[src/rtl/iter_divider.sv]
// Multi-cycle signed restoring divider: one quotient bit per clock through a
// 32-bit carry-lookahead adder, with sign fix-up after the magnitude loop.

module cla_32 (
  input  logic [31:0] i_a,
  input  logic [31:0] i_b,
  input  logic        i_cin,
  output logic [31:0] o_sum,
  output logic        o_cout
);
  logic [31:0] w_g;
  logic [31:0] w_p;
  logic [32:0] w_c;

  assign w_g = i_a & i_b;
  assign w_p = i_a ^ i_b;

  // Carries resolved by lookahead inside each 4-bit group, rippling between groups
  always_comb begin
    w_c    = 33'd0;
    w_c[0] = i_cin;
    for (int k = 0; k < 8; k++) begin
      w_c[4*k+1] = w_g[4*k] | (w_p[4*k] & w_c[4*k]);
      w_c[4*k+2] = w_g[4*k+1] | (w_p[4*k+1] & w_g[4*k])
                 | (w_p[4*k+1] & w_p[4*k] & w_c[4*k]);
      w_c[4*k+3] = w_g[4*k+2] | (w_p[4*k+2] & w_g[4*k+1])
                 | (w_p[4*k+2] & w_p[4*k+1] & w_g[4*k])
                 | (w_p[4*k+2] & w_p[4*k+1] & w_p[4*k] & w_c[4*k]);
      w_c[4*k+4] = w_g[4*k+3] | (w_p[4*k+3] & w_g[4*k+2])
                 | (w_p[4*k+3] & w_p[4*k+2] & w_g[4*k+1])
                 | (w_p[4*k+3] & w_p[4*k+2] & w_p[4*k+1] & w_g[4*k])
                 | (w_p[4*k+3] & w_p[4*k+2] & w_p[4*k+1] & w_p[4*k] & w_c[4*k]);
    end
  end

  assign o_sum  = w_p ^ w_c[31:0];
  assign o_cout = w_c[32];
endmodule

module negate_32 (
  input  logic [31:0] i_x,
  output logic [31:0] o_y
);
  assign o_y = ~i_x + 32'd1;
endmodule

module iter_divider #(
  parameter int WIDTH = 32
) (
  input  logic             clock,
  input  logic             reset,
  input  logic             start,
  input  logic [WIDTH-1:0] dividend,
  input  logic [WIDTH-1:0] divisor,
  output logic [WIDTH-1:0] quotient,
  output logic [WIDTH-1:0] remainder,
  output logic             exception,
  output logic             busy,
  output logic             result_rdy
);
  generate
    if (WIDTH != 32) begin : g_width_check
      $error("iter_divider: only WIDTH=32 is supported");
    end
  endgenerate

  typedef enum logic [1:0] {
    S_IDLE = 2'd0,
    S_RUN  = 2'd1,
    S_FIX  = 2'd2,
    S_DONE = 2'd3
  } state_t;

  state_t      r_state;
  state_t      w_next;
  logic [4:0]  r_cnt;
  logic [31:0] r_q;
  logic [31:0] r_r;
  logic [31:0] r_div;
  logic        r_neg_q;
  logic        r_neg_r;
  logic        r_exc;

  logic        w_accept;
  logic        w_div0;
  logic        w_ovf;
  logic        w_shift_out;
  logic [31:0] w_r_sh;
  logic [31:0] w_sum;
  logic        w_cout;
  logic        w_t_pos;
  logic [31:0] w_neg_a_in;
  logic [31:0] w_neg_b_in;
  logic [31:0] w_neg_a;
  logic [31:0] w_neg_b;

  assign w_accept = start && ((r_state == S_IDLE) || (r_state == S_DONE));
  assign w_div0   = (divisor == 32'd0);
  assign w_ovf    = (dividend == 32'h8000_0000) && (divisor == 32'hFFFF_FFFF);

  // Trial subtract {shift_out, R} - {0, |divisor|}; non-negative when bit 32 clears
  assign w_shift_out = r_r[31];
  assign w_r_sh      = {r_r[30:0], r_q[31]};
  assign w_t_pos     = w_shift_out ^ w_cout;

  cla_32 u_trial (
    .i_a    (w_r_sh),
    .i_b    (~r_div),
    .i_cin  (1'b1),
    .o_sum  (w_sum),
    .o_cout (w_cout)
  );

  // The negators take operand magnitudes at start and apply signs in FIX
  assign w_neg_a_in = (r_state == S_FIX) ? r_q : dividend;
  assign w_neg_b_in = (r_state == S_FIX) ? r_r : divisor;

  negate_32 u_neg_a (.i_x(w_neg_a_in), .o_y(w_neg_a));
  negate_32 u_neg_b (.i_x(w_neg_b_in), .o_y(w_neg_b));

  // Next-state logic
  always_comb begin
    w_next = r_state;
    case (r_state)
      S_IDLE, S_DONE: begin
        if (w_accept) begin
          if (w_div0 || w_ovf) w_next = S_DONE;
          else                 w_next = S_RUN;
        end else begin
          w_next = S_IDLE;
        end
      end
      S_RUN: begin
        if (r_cnt == 5'd31) w_next = S_FIX;
        else                w_next = S_RUN;
      end
      S_FIX:   w_next = S_DONE;
      default: w_next = S_IDLE;
    endcase
  end

  // State register, iteration datapath and registered result outputs
  always_ff @(posedge clock) begin
    if (reset) begin
      r_state    <= S_IDLE;
      r_cnt      <= 5'd0;
      r_q        <= 32'd0;
      r_r        <= 32'd0;
      r_div      <= 32'd0;
      r_neg_q    <= 1'b0;
      r_neg_r    <= 1'b0;
      r_exc      <= 1'b0;
      quotient   <= 32'd0;
      remainder  <= 32'd0;
      exception  <= 1'b0;
      busy       <= 1'b0;
      result_rdy <= 1'b0;
    end else begin
      r_state    <= w_next;
      result_rdy <= 1'b0;
      case (r_state)
        S_RUN: begin
          r_cnt <= r_cnt + 5'd1;
          r_q   <= {r_q[30:0], w_t_pos};
          r_r   <= w_t_pos ? w_sum : w_r_sh;
        end
        S_FIX: begin
          if (r_neg_q) r_q <= w_neg_a;
          if (r_neg_r) r_r <= w_neg_b;
          r_exc <= 1'b0;
        end
        S_DONE: begin
          quotient   <= r_q;
          remainder  <= r_r;
          exception  <= r_exc;
          result_rdy <= 1'b1;
          busy       <= 1'b0;
        end
        default: ;
      endcase
      if (w_accept) begin
        busy    <= 1'b1;
        r_cnt   <= 5'd0;
        r_neg_q <= dividend[31] ^ divisor[31];
        r_neg_r <= dividend[31];
        r_div   <= divisor[31] ? w_neg_b : divisor;
        if (w_div0) begin
          r_q   <= 32'd0;
          r_r   <= dividend;
          r_exc <= 1'b1;
        end else if (w_ovf) begin
          r_q   <= 32'h8000_0000;
          r_r   <= 32'd0;
          r_exc <= 1'b1;
        end else begin
          r_q   <= dividend[31] ? w_neg_a : dividend;
          r_r   <= 32'd0;
          r_exc <= 1'b0;
        end
      end
    end
  end
endmodule

[config.mk]
export PLATFORM = sky130hd
export DESIGN_NAME = iter_divider
export DESIGN_NICKNAME = d
export VERILOG_FILES = /design/src/rtl/iter_divider.sv
export SDC_FILE = /design/constraint.sdc
export NUM_CORES = 1
export LEC_CHECK = 0
export BUFFER_PORTS_ARGS = -buffer_cell sky130_fd_sc_hd__clkbuf_2
export CORE_MARGIN = 10
export CORE_UTILIZATION = 30
export CTS_BUF_LIST = sky130_fd_sc_hd__clkbuf_8
export DETAILED_ROUTE_END_ITERATION = 16
export SYNTH_ARGS = -nofsm -noshare
export SYNTH_HDL_FRONTEND = slang
export SYNTH_SLANG_ARGS = --single-unit
[constraint.sdc]
create_clock -name clock -period 6 [get_ports clock]
set_input_delay 1.2 -clock clock [delete_from_list [all_inputs] [get_ports clock]]
set_output_delay 1.2 -clock clock [all_outputs]
set_load 0.01 [all_outputs]
==> results of run 1 <==
==> cells in the final DEF, fill, tap and decap left out, types with 14 or more instances in the layout <==
cell type	Yosys	routed
a211oi_1	46	46
a21oi_1	120	120
a221oi_1	26	26
a22o_1	14	14
buf_4	0	26
clkbuf_2	1	132
clkbuf_8	0	18
dfxtp_1	173	173
ha_1	40	38
inv_1	59	59
mux2_2	21	21
mux2i_1	102	102
nand2_1	104	103
nand3_1	25	25
nand4_1	17	17
nor2_1	237	236
nor3_1	81	80
nor3b_1	18	18
nor4_1	24	23
o211ai_1	22	22
o21ai_0	80	80
o22ai_1	16	16
or3_1	14	14
xnor2_1	55	54
xor2_1	32	32
==> through the flow <==
step | util | cells | setup WS, ns | hold slack (ns) | power, uW
after global routing | 0.339 | 2253 | 1.11 | 0.490 | 4030
final | 0.339 | 2254 | 1.35 | 0.465 | 3810
after CTS | 0.339 | 2252 | 1.40 | 0.468 | 3790
after floorplan | - | 1652 | 0.124 | 0.432 | 2440
after detailed placement | 0.329 | 2220 | 1.37 | 0.453 | 2890
after global placement | 0.329 | 2220 | 1.32 | 0.443 | 2870
==> routing by layer <==
layer / track usage / share of wire / vias to the layer above / wire length [um]
met5: 0 / 0.00052 / - / 26
met4: 0.0418 / 0.013 / 4 / 625
met3: 0.0512 / 0.10 / 60 / 5070
met2: 0.305 / 0.46 / 621 / 22800
li1: - / - / 6125 / -
met1: 0.251 / 0.42 / 6296 / 21100
==> sequential cells by signal, indices dropped and copies added, names as in the netlist <==
name and flops:
exception 1, r_neg_r 1, r_r 32, r_div 32, quotient 32, busy 1, r_cnt 5, r_neg_q 1
r_exc 1, remainder 32, result_rdy 1, r_state 2, r_q 32
==> layout make-up <==
cell class | instances | area [sq um] | area share
multi-input combinational | 1288 | 8520 | 0.601
sequential | 173 | 3460 | 0.244
timing repair buffer | 159 | 876 | 0.0618
tap | 539 | 674 | 0.0476
clock buffer | 18 | 248 | 0.0175
inverter | 61 | 229 | 0.0162
clock inverter | 14 | 158 | 0.0111
antenna | 2 | 5.00 | 0.000353
==> cell families after synthesis <==
group                    after synthesis  share of synthesized area
XOR/XNOR                              89                     0.0626
buffers and inverters                191                     0.0605
flip-flops                           173                      0.273
multiplexers                         125                      0.101
AO/OA/AOI/OAI                        443                      0.234
adder cells (fa/ha/maj)               47                     0.0505
AND/OR/NAND/NOR                      584                      0.219
==> power breakdown <==
group / total (uW) / internal [uW] / switching [uW]
Clock: 908 / 391 / 517
Sequential: 1400 / 1230 / 165
Combinational: 1500 / 630 / 870
Total: 3810 / 2250 / 1550
==> critical path: stages, from the launching register on <==
cell	delay, ns
dfxtp_1	0.37
inv_1	0.11
ha_4	0.63
buf_12	0.37
nor3b_1	0.31
o21ai_0	0.18
or4_1	0.72
or4_1	0.70
nor2_2	0.25
o21ai_1	0.13
xor2_1	0.18
a221oi_1	0.36
a211oi_1	0.13
==> final timing paths <==
check / startpoint / end / slack [ns] / depth (start not counted)
max: r_state[0] / r_q[31] / 1.35 / 12
min: r_exc / r_exc / 0.47 / 2
max reg2reg: r_state[0] / r_q[31] / 1.35 / 12
min reg2reg: r_exc / r_exc / 0.47 / 2
==> qor.txt, run 1 <==
Flops & latches, synth = 173
Synth top area share = 0.273
CTS Hold Buffers Added = 0
Row cnt = 75
Worst-path clk slew = 0.11 ns
Rel. slew slack = 0.156
Fillcell total = 4,438
Critical Path AT = 5.01 ns
Min-delay worst type = reg -> reg
F_max = 0.215 GHz
ANT nets after route = 0
Fin. max-slew vios = 0
Most common cell in the synthesized netlist = nor2_1
IO Count = 134
Number of synthesized flops with an enable pin = 0
Clk_lat worst skew = 0.52 ns
HPWL Detailed = 35,900 um
Vias in the first global route = 12,400
Largest net degree at the start of global routing = 84
Via density = 5.81
RSZ-0062 raised after global routing = no
Die ar. = 50,900 sq um
Core area = 41,900 sq um
CTS Buf Count = 17
Crit path time final = 4.65 ns
Syn Nets = 1,766
Pre-antenna DRT Iters = 6
TritonCTS clock tree = done
Setup TNS = 0 ns
Initial DRC count = 1,435
Synth cell types = 84
First-pass GRT wire length = 75,400 um
Cts repair resizes = 0
Starting Density = 0.303
Clk sink count = 173
WL per Instance = 22.0 um
Syn avg cell area = 7.68 sq um
Post-Route WL = 49,600 um
Fin crit share = 0.775
Synth top cells by count = nor2_1 (237), dfxtp_1 (173), a21oi_1 (120), nand2_1 (104), mux2i_1 (102)
WP data required = 6.36 ns
Leak pwr = 0.00510 uW
Ys Warns = 0
Critical setup path kind = reg -> reg
Gate Count Post-Synth = 1,652
Synth area leaders = dfxtp_1 (27%), mux2i_1 (8.0%), nor2_1 (7.0%), a21oi_1 (4.7%), ha_1 (3.9%)
Clock tree buffer depth = 2
Root Buffer = clkbuf_8
Max-Cap Viols = 0
Main synth FF type = dfxtp_1
Clock skew = 0.0177 ns
Status = completed
Initial antenna violation count = 4
Placed instance area = 13,800 sq um
Pwr/cell area = 269 nW/um^2
Ys async rst share = 0
Post-route cell area = 14,200 sq um
Final setup viols = 0
Die W = 226 um
Layout cells sized above 1 = 0.149
Cell taking the most area after synthesis = dfxtp_1
Slew @ Worst Pin = 1.26 ns
Routed vias = 13,100
Setup Buffers After CTS = 0
Crit path capture type = flip-flop
Synth-to-layout area growth = 11.7%
Final hold viol count = 0
H-tree levels = 4
Startpoint Class = flip-flop
Seq/Total Area, Yosys = 0.273
Crit-path max FO = 68
Synth Cell Area = 12,700 sq um
RD Place Congestion = 0.913
GRT Total Usage = 0.191
Port bufs = 133
Drc violations = 0
Total Nets Final = 1,814
Die Y = 226 um
Peak VDD IR = 0.158 mV
Global route overflow = 0
(Power assumes the default switching activity.)
==> inputs of run 2 (changes only) <==
==> constraint.sdc (replaced) <==
create_clock -name clock -period 3.8 [get_ports clock]
set_input_delay 0.76 -clock clock [delete_from_list [all_inputs] [get_ports clock]]
set_output_delay 0.76 -clock clock [all_outputs]
set_load 0.01 [all_outputs]
==> run 2 against run 1 <==
  * Flip-flop and latch count unchanged
  * First-iteration DRC count fell by 14%
  * Clock power is 65% higher
  * Utilization up 2.8 points
  * Combinational power up 87%
  * Global-route usage up 0.67 points
  * Register-to-register slack worse by 1.2 ns
  * Critical path depth grew 3
  * Critical endpoint is now r_r[17]
  * Design area rose by 8.2%
==> qor.txt, run 2 (synthesis results as in run 1) <==
Row cnt = 75 (unchanged)
Max-Cap Viols = 0 (unchanged)
HPWL Detailed = 37,900 um (+5.6%)
Critical Path, Cell by Cell = inv_1 > ha_1 > o21a_1 > o22ai_1 > or4_1 > buf_4 > nand2_1 > inv_1 > o221ai_1 > a21oi_1 > fa_1 > xnor2_1 > mux2_2 > a222oi_1 > a211oi_1
Min-delay worst type = reg -> reg
Initial DRC count = 1,236 (-14%)
Most used cell, CP = inv_1
Starting Density = 0.303 (unchanged)
Internal power = 3870 uW (+72%)
Crit-path max FO = 3 (-96%)
Worst-path clk slew = 0.10 ns (about the same)
Routed vias = 13,600 (+3.6%)
Slew @ Worst Pin = 1.10 ns (-0.153 ns)
Critical Path AT = 4.04 ns (-0.97 ns)
Rel. slew slack = 0.261 (+0.105)
Fin crit share = 0.965 (+0.190)
Sw power = 2550 uW (+64%)
Status = completed
ANT nets after route = 0 (unchanged)
Crit. Startpoint = r_q[31]
Core area = 41,900 sq um (unchanged)
Final hold viol count = 0 (unchanged)
Grt met3 use = 0.0568 (+0.00558)
Die Y = 226 um (unchanged)
Layout cells sized above 1 = 0.224 (+0.0747)
Fin. max-slew vios = 0 (unchanged)
F_max = 0.273 GHz (+27%)
Commonest non-fill, non-tap cell in the layout = nor2_1
Clk_lat worst skew = 0.53 ns (about the same)
IO Count = 134 (unchanged)
Leak pwr = 0.00579 uW (+14%)
H-tree levels = 4 (unchanged)
Crit path capture type = flip-flop
Startpoint Class = flip-flop
Global route overflow = 0 (unchanged)
Worst Setup EP = r_r[17]
Cell count along the critical path = 15 (+3)
GRT Total Usage = 0.197 (+0.00671)
Non-filler cells, final = 2,382 (+5.7%)
CP max-delay cell = or4_1
Sw frac = 0.397 (-0.0109)
Post-route cell area = 15,300 sq um (+8.2%)
Initial antenna violation count = 1 (-3)
Clock tree buffer depth = 2 (unchanged)
Drc violations = 0 (unchanged)
Busiest layer in global routing = met2
Total power = 6420 uW (+69%)
Die ar. = 50,900 sq um (unchanged)
Critical setup path kind = reg -> reg
CP peak stage delay = 0.61 ns (-0.11 ns)
Final setup viols = 0 (unchanged)
Worst reg2reg path depth = 15 (+3)
Pre-antenna DRT Iters = 7 (+1)
Pwr/cell area = 419 nW/um^2 (+56%)
WP buf/inv = 3 (+1)
TritonCTS clock tree = done
R2R setup slack = 0.13 ns (-1.22 ns)
WL per Instance = 21.6 um (-1.7%)
Final core utilization = 0.366 (+0.0278)
Vias in the first global route = 12,900 (+4.7%)
First-pass GRT wire length = 77,800 um (+3.2%)
Clock skew = 0.0202 ns (+0.00253 ns)
RSZ-0062 raised after global routing = yes
CTS Buf Count = 17 (unchanged)
Placed cells = 2,348 (+5.8%)
Crit path time final = 3.67 ns (-0.984 ns)
Clock power frac = 0.234 (-0.005)
Met1 global-route usage = 0.252 (+0.00150)
WP data required = 4.17 ns (-2.19 ns)
Sequential share of power = 0.329 (-0.038)
CP top delay family = compound AO/OA/AOI/OAI gates
Clk sink count = 173 (unchanged)
Die W = 226 um (unchanged)
Largest net degree at the start of global routing = 65 (-23%)
Post-Route WL = 51,500 um (+3.9%)
Placed instance area = 14,800 sq um (+7.5%)
Synth-to-layout area growth = 20.9%
Root Buffer = clkbuf_8
CTS Hold Buffers Added = 0 (unchanged)
Port bufs = 133 (unchanged)
Via density = 5.70 (-1.9%)
Ant diodes = 0 (-2)
RD Place Congestion = 0.978 (+7.1%)
Grt met2 use = 0.313 (+0.00789)
Combinational group share of total power = 0.437 (+0.043)
FF-to-FF Start = r_q[31]
Worst r2r dst = r_r[17]
Peak VDD IR = 0.257 mV (+63%)
Commonest non-fill, non-tap cells in the layout = nor2_1 (235), dfxtp_1 (172), buf_4 (154)
Total Nets Final = 1,944 (+7.2%)
==> run 2: changes by cell type in the layout (fill, tap and decap cells not counted), sizes merged <==
cell      previous run  this run
diode                2         0
buf                 27       157
inv                 66        67
clkinv               6         3
bufinv               2         3
clkinvlp             1         2
==> run 2: per-stage QoR <==
stage | worst slack (ns) | TNS (ns) | hold WS, ns
CTS | 0.0764 | 0 | 0.464
global placement | -0.0705 | -0.0811 | 0.448
finish | 0.134 | 0 | 0.467
global route | -0.0452 | -0.0579 | 0.482
floorplan | -1.12 | -3.66 | 0.432
detailed placement | -0.00658 | -0.00690 | 0.450
==> run 2: worst min-delay path: stages (launching register included) <==
cell     delay (ns)
dfxtp_1        0.32
nand2_1        0.05
a21oi_1        0.05
==> run 2: worst min-delay path by stage <==
stage | depth (start not counted) | startpoint | slack [ns] | end
2_1_floorplan | 2 | r_div[29] | 0.43 | r_div[29]
3_3_place_gp | 2 | r_neg_r | 0.45 | r_neg_r
6_report | 2 | r_neg_r | 0.47 | r_neg_r
5_1_grt | 2 | r_div[29] | 0.48 | r_div[29]
3_5_place_dp | 2 | r_neg_r | 0.45 | r_neg_r
4_1_cts | 2 | r_neg_r | 0.46 | r_neg_r
==> run 2: repair_timing <==
action / in CTS / in global routing
endpoints found under the setup margin: 0 / 25
buffers inserted: 0 / 2
resized for setup: 0 / 20
hold endpoints to repair: 0 / 0
==> run 2: final cells by class <==
class,count,area [sq um]
Clock buffer,18,248
Sequential cell,173,3460
Inverter,61,229
Fill cell,4377,26500
Multi-Input combinational cell,1288,8680
Timing Repair Buffer,289,1870
Tap cell,539,674
Clock inverter,14,178
==> run 2: power by group through the flow <==
stage                     clock network (uW)  logic (uW)  registers [uW]
after floorplan                            0        1740            2120
after global placement                     0        2700            2150
after detailed placement                   0        2730            2150
after CTS                               1530        2750            2110
after global routing                    1600        3050            2130
final                                   1500        2810            2120
==> run 2: layer usage <==
layer  wire (um)  vias up
li1            -     6348
met1       21500     6504
met2       23400      634
met3        5190       93
met4        1300        2
met5          11        -
==> inputs of run 3 (changes only) <==
--- a/config.mk
+++ b/config.mk
@@ -6,10 +6,13 @@
 export NUM_CORES = 1
 export LEC_CHECK = 0
 export BUFFER_PORTS_ARGS = -buffer_cell sky130_fd_sc_hd__clkbuf_2
+export CELL_PAD_IN_SITES_DETAIL_PLACEMENT = 1
+export CELL_PAD_IN_SITES_GLOBAL_PLACEMENT = 1
 export CORE_MARGIN = 10
 export CORE_UTILIZATION = 30
 export CTS_BUF_LIST = sky130_fd_sc_hd__clkbuf_8
 export DETAILED_ROUTE_END_ITERATION = 16
+export PLACE_DENSITY_LB_ADDON = 0.1
 export SYNTH_ARGS = -nofsm -noshare
 export SYNTH_HDL_FRONTEND = slang
 export SYNTH_SLANG_ARGS = --single-unit
==> constraint.sdc (replaced) <==
create_clock -name clock -period 3.8 [get_ports clock]
set_input_delay 0.76 -clock clock [delete_from_list [all_inputs] [get_ports clock]]
set_output_delay 0.76 -clock clock [all_outputs]
set_load 0.005 [all_outputs]
==> run 3 against run 2 <==
  * Clock-buffer cell count increased by 1
  * Design area increased by 2.1%
  * Critical path depth decreased by 2
  * Clock skew increased by 0.0079 ns
  * Die area unchanged
  * Routed wire length increased by 15%
  * Combinational power increased by 10%
  * Global-route usage increased by 3.5 points
  * Critical path type unchanged
==> qor.txt, run 3 (synthesis results as in run 1) <==
Starting Density = 0.303 (unchanged)
First-pass GRT wire length = 89,100 um (+14%)
CTS Buf Count = 17 (unchanged)
Worst-path clk slew = 0.10 ns (about the same)
RD Place Congestion = 0.886 (-9.4%)
Max-Cap Viols = 0 (unchanged)
Clock skew = 0.0281 ns (+0.00791 ns)
Core area = 41,900 sq um (unchanged)
Ant diodes = 0 (unchanged)
Peak VDD IR = 0.256 mV (-0.52%)
Via density = 5.66 (-0.76%)
Slew @ Worst Pin = 1.04 ns (-0.0666 ns)
Synth-to-layout area growth = 23.4%
IO Count = 134 (unchanged)
CTS Hold Buffers Added = 0 (unchanged)
Pre-antenna DRT Iters = 5 (-2)
H-tree levels = 4 (unchanged)
Clock tree buffer depth = 2 (unchanged)
Layout cells sized above 1 = 0.238 (+0.0140)
Port bufs = 133 (unchanged)
Drc violations = 0 (unchanged)
Rel. slew slack = 0.306 (+0.0446)
Die ar. = 50,900 sq um (unchanged)
Clk sink count = 173 (unchanged)
Vias in the first global route = 14,300 (+10%)
Final setup viols = 0 (unchanged)
Post-Route WL = 59,100 um (+15%)
ANT nets after route = 0 (unchanged)
Non-filler cells, final = 2,412 (+1.3%)
Critical setup path kind = reg -> reg
Row cnt = 75 (unchanged)
Routed vias = 13,600 (+0.49%)
Area of the multi-input gates = 8730 sq um (+0.66%)
Post-route cell area = 15,700 sq um (+2.1%)
Status = completed
Leak pwr = 0.00598 uW (+3.2%)
Die W = 226 um (unchanged)
Final hold viol count = 0 (unchanged)
Fillcell total = 5,127 (+17%)
Critical Path AT = 4.09 ns (+0.05 ns)
Min-delay worst type = reg -> reg
Initial antenna violation count = 1 (unchanged)
Setup TNS = 0 ns (unchanged)
WL per Instance = 24.5 um (+13%)
Placed cells = 2,374 (+1.1%)
HPWL Detailed = 44,300 um (+17%)
Startpoint Class = flip-flop
Crit path capture type = flip-flop
GRT Total Usage = 0.232 (+0.0351)
Clk_lat worst skew = 0.59 ns (+0.06 ns)
Crit-path max FO = 8 (+5)
Root Buffer = clkbuf_8
WP data required = 4.24 ns (+0.07 ns)
Fin. max-slew vios = 0 (unchanged)
Initial DRC count = 800 (-35%)
Crit path time final = 3.66 ns (-0.00892 ns)
Pwr/cell area = 423 nW/um^2 (+0.94%)
Die Y = 226 um (unchanged)
Fin crit share = 0.963 (-0.00235)
Total Nets Final = 1,974 (+1.5%)
Global route overflow = 0 (unchanged)
Min setup slack post-route = 0.142 ns (+0.00892 ns)
Pre-CTS setup slack = -0.195 ns (-0.189 ns)
Commonest non-fill, non-tap cells in the layout = nor2_1 (235), buf_4 (176), dfxtp_1 (172)
Commonest non-fill, non-tap cell in the layout = nor2_1
Register area = 3460 sq um (unchanged)
F_max = 0.273 GHz (+0.24%)
R2R setup slack = 0.14 ns (about the same)
Largest net degree at the start of global routing = 60 (-7.7%)
Placed instance area = 15,000 sq um (+1.6%)
TritonCTS clock tree = done
run 3: cell types whose count changed in the layout (fill, tap and decap cells not counted), moves of 3 or more:
cell,change
buf_6,+3
nor3_2,-3
inv_6,-5
buf_4,+22
clkinv_2,+5
buf_12,+5
run 3: layout make-up:
| type | count | share of cell area |
|---|---|---|
| clock inverter | 13 | 0.00791 |
| inverter | 61 | 0.0146 |
| timing repair buffer | 319 | 0.138 |
| tap | 539 | 0.0431 |
| sequential | 173 | 0.221 |
| multi-input combinational | 1288 | 0.558 |
| clock buffer | 19 | 0.0167 |
run 3: critical path, stage by stage, from the launching register on:
cell and delay (ns):
dfxtp_1 0.39, ha_4 0.17, buf_12 0.15, buf_4 0.17, mux2i_2 0.29, o221ai_1 0.24, or4_4 0.46, buf_4 0.16
or3_1 0.43, or4_1 0.42, o21ai_0 0.11, a211oi_1 0.13, a221oi_1 0.28, a211oi_1 0.12
run 3: path summary, 6_finish.rpt:
| kind | start | endpoint | cells past startpoint |
|---|---|---|---|
| setup / recovery | r_state[1] | r_q[26] | 13 |
| hold / removal | r_div[10] | r_div[10] | 2 |
| setup reg to reg | r_state[1] | r_q[26] | 13 |
| hold reg to reg | r_div[10] | r_div[10] | 2 |
run 3: what timing repair did:
item | CTS | global route
gates resized for setup | 6 | 28
setup buffers | 4 | 2
setup endpoints to repair | 10 | 37
pin swaps | 3 | 6
run 3: per-layer routing:
| layer | track usage | share of wire | vias to the layer above |
|---|---|---|---|
| met1 | 0.288 | 0.45 | 6794 |
| li1 | - | - | 6403 |
| met4 | 0.0954 | 0.033 | 2 |
| met3 | 0.0519 | 0.051 | 98 |
| met2 | 0.382 | 0.47 | 350 |
| met5 | 0 | 0.00020 | - |
run 3: power by group:
part           internal, uW  switching, uW
sequential             1950            161
combinational          1400           1690
clock                   610            809
total                  3950           2660
run 3: through the flow:
| stage | hold slack [ns] | power, uW | util |
|---|---|---|---|
| detailed placement | 0.457 | 5120 | 0.359 |
| floorplan | 0.432 | 3850 | - |
| CTS | 0.471 | 6600 | 0.370 |
| global placement | 0.443 | 5080 | 0.359 |
| global route | 0.494 | 7050 | 0.374 |
| finish | 0.465 | 6620 | 0.374 |
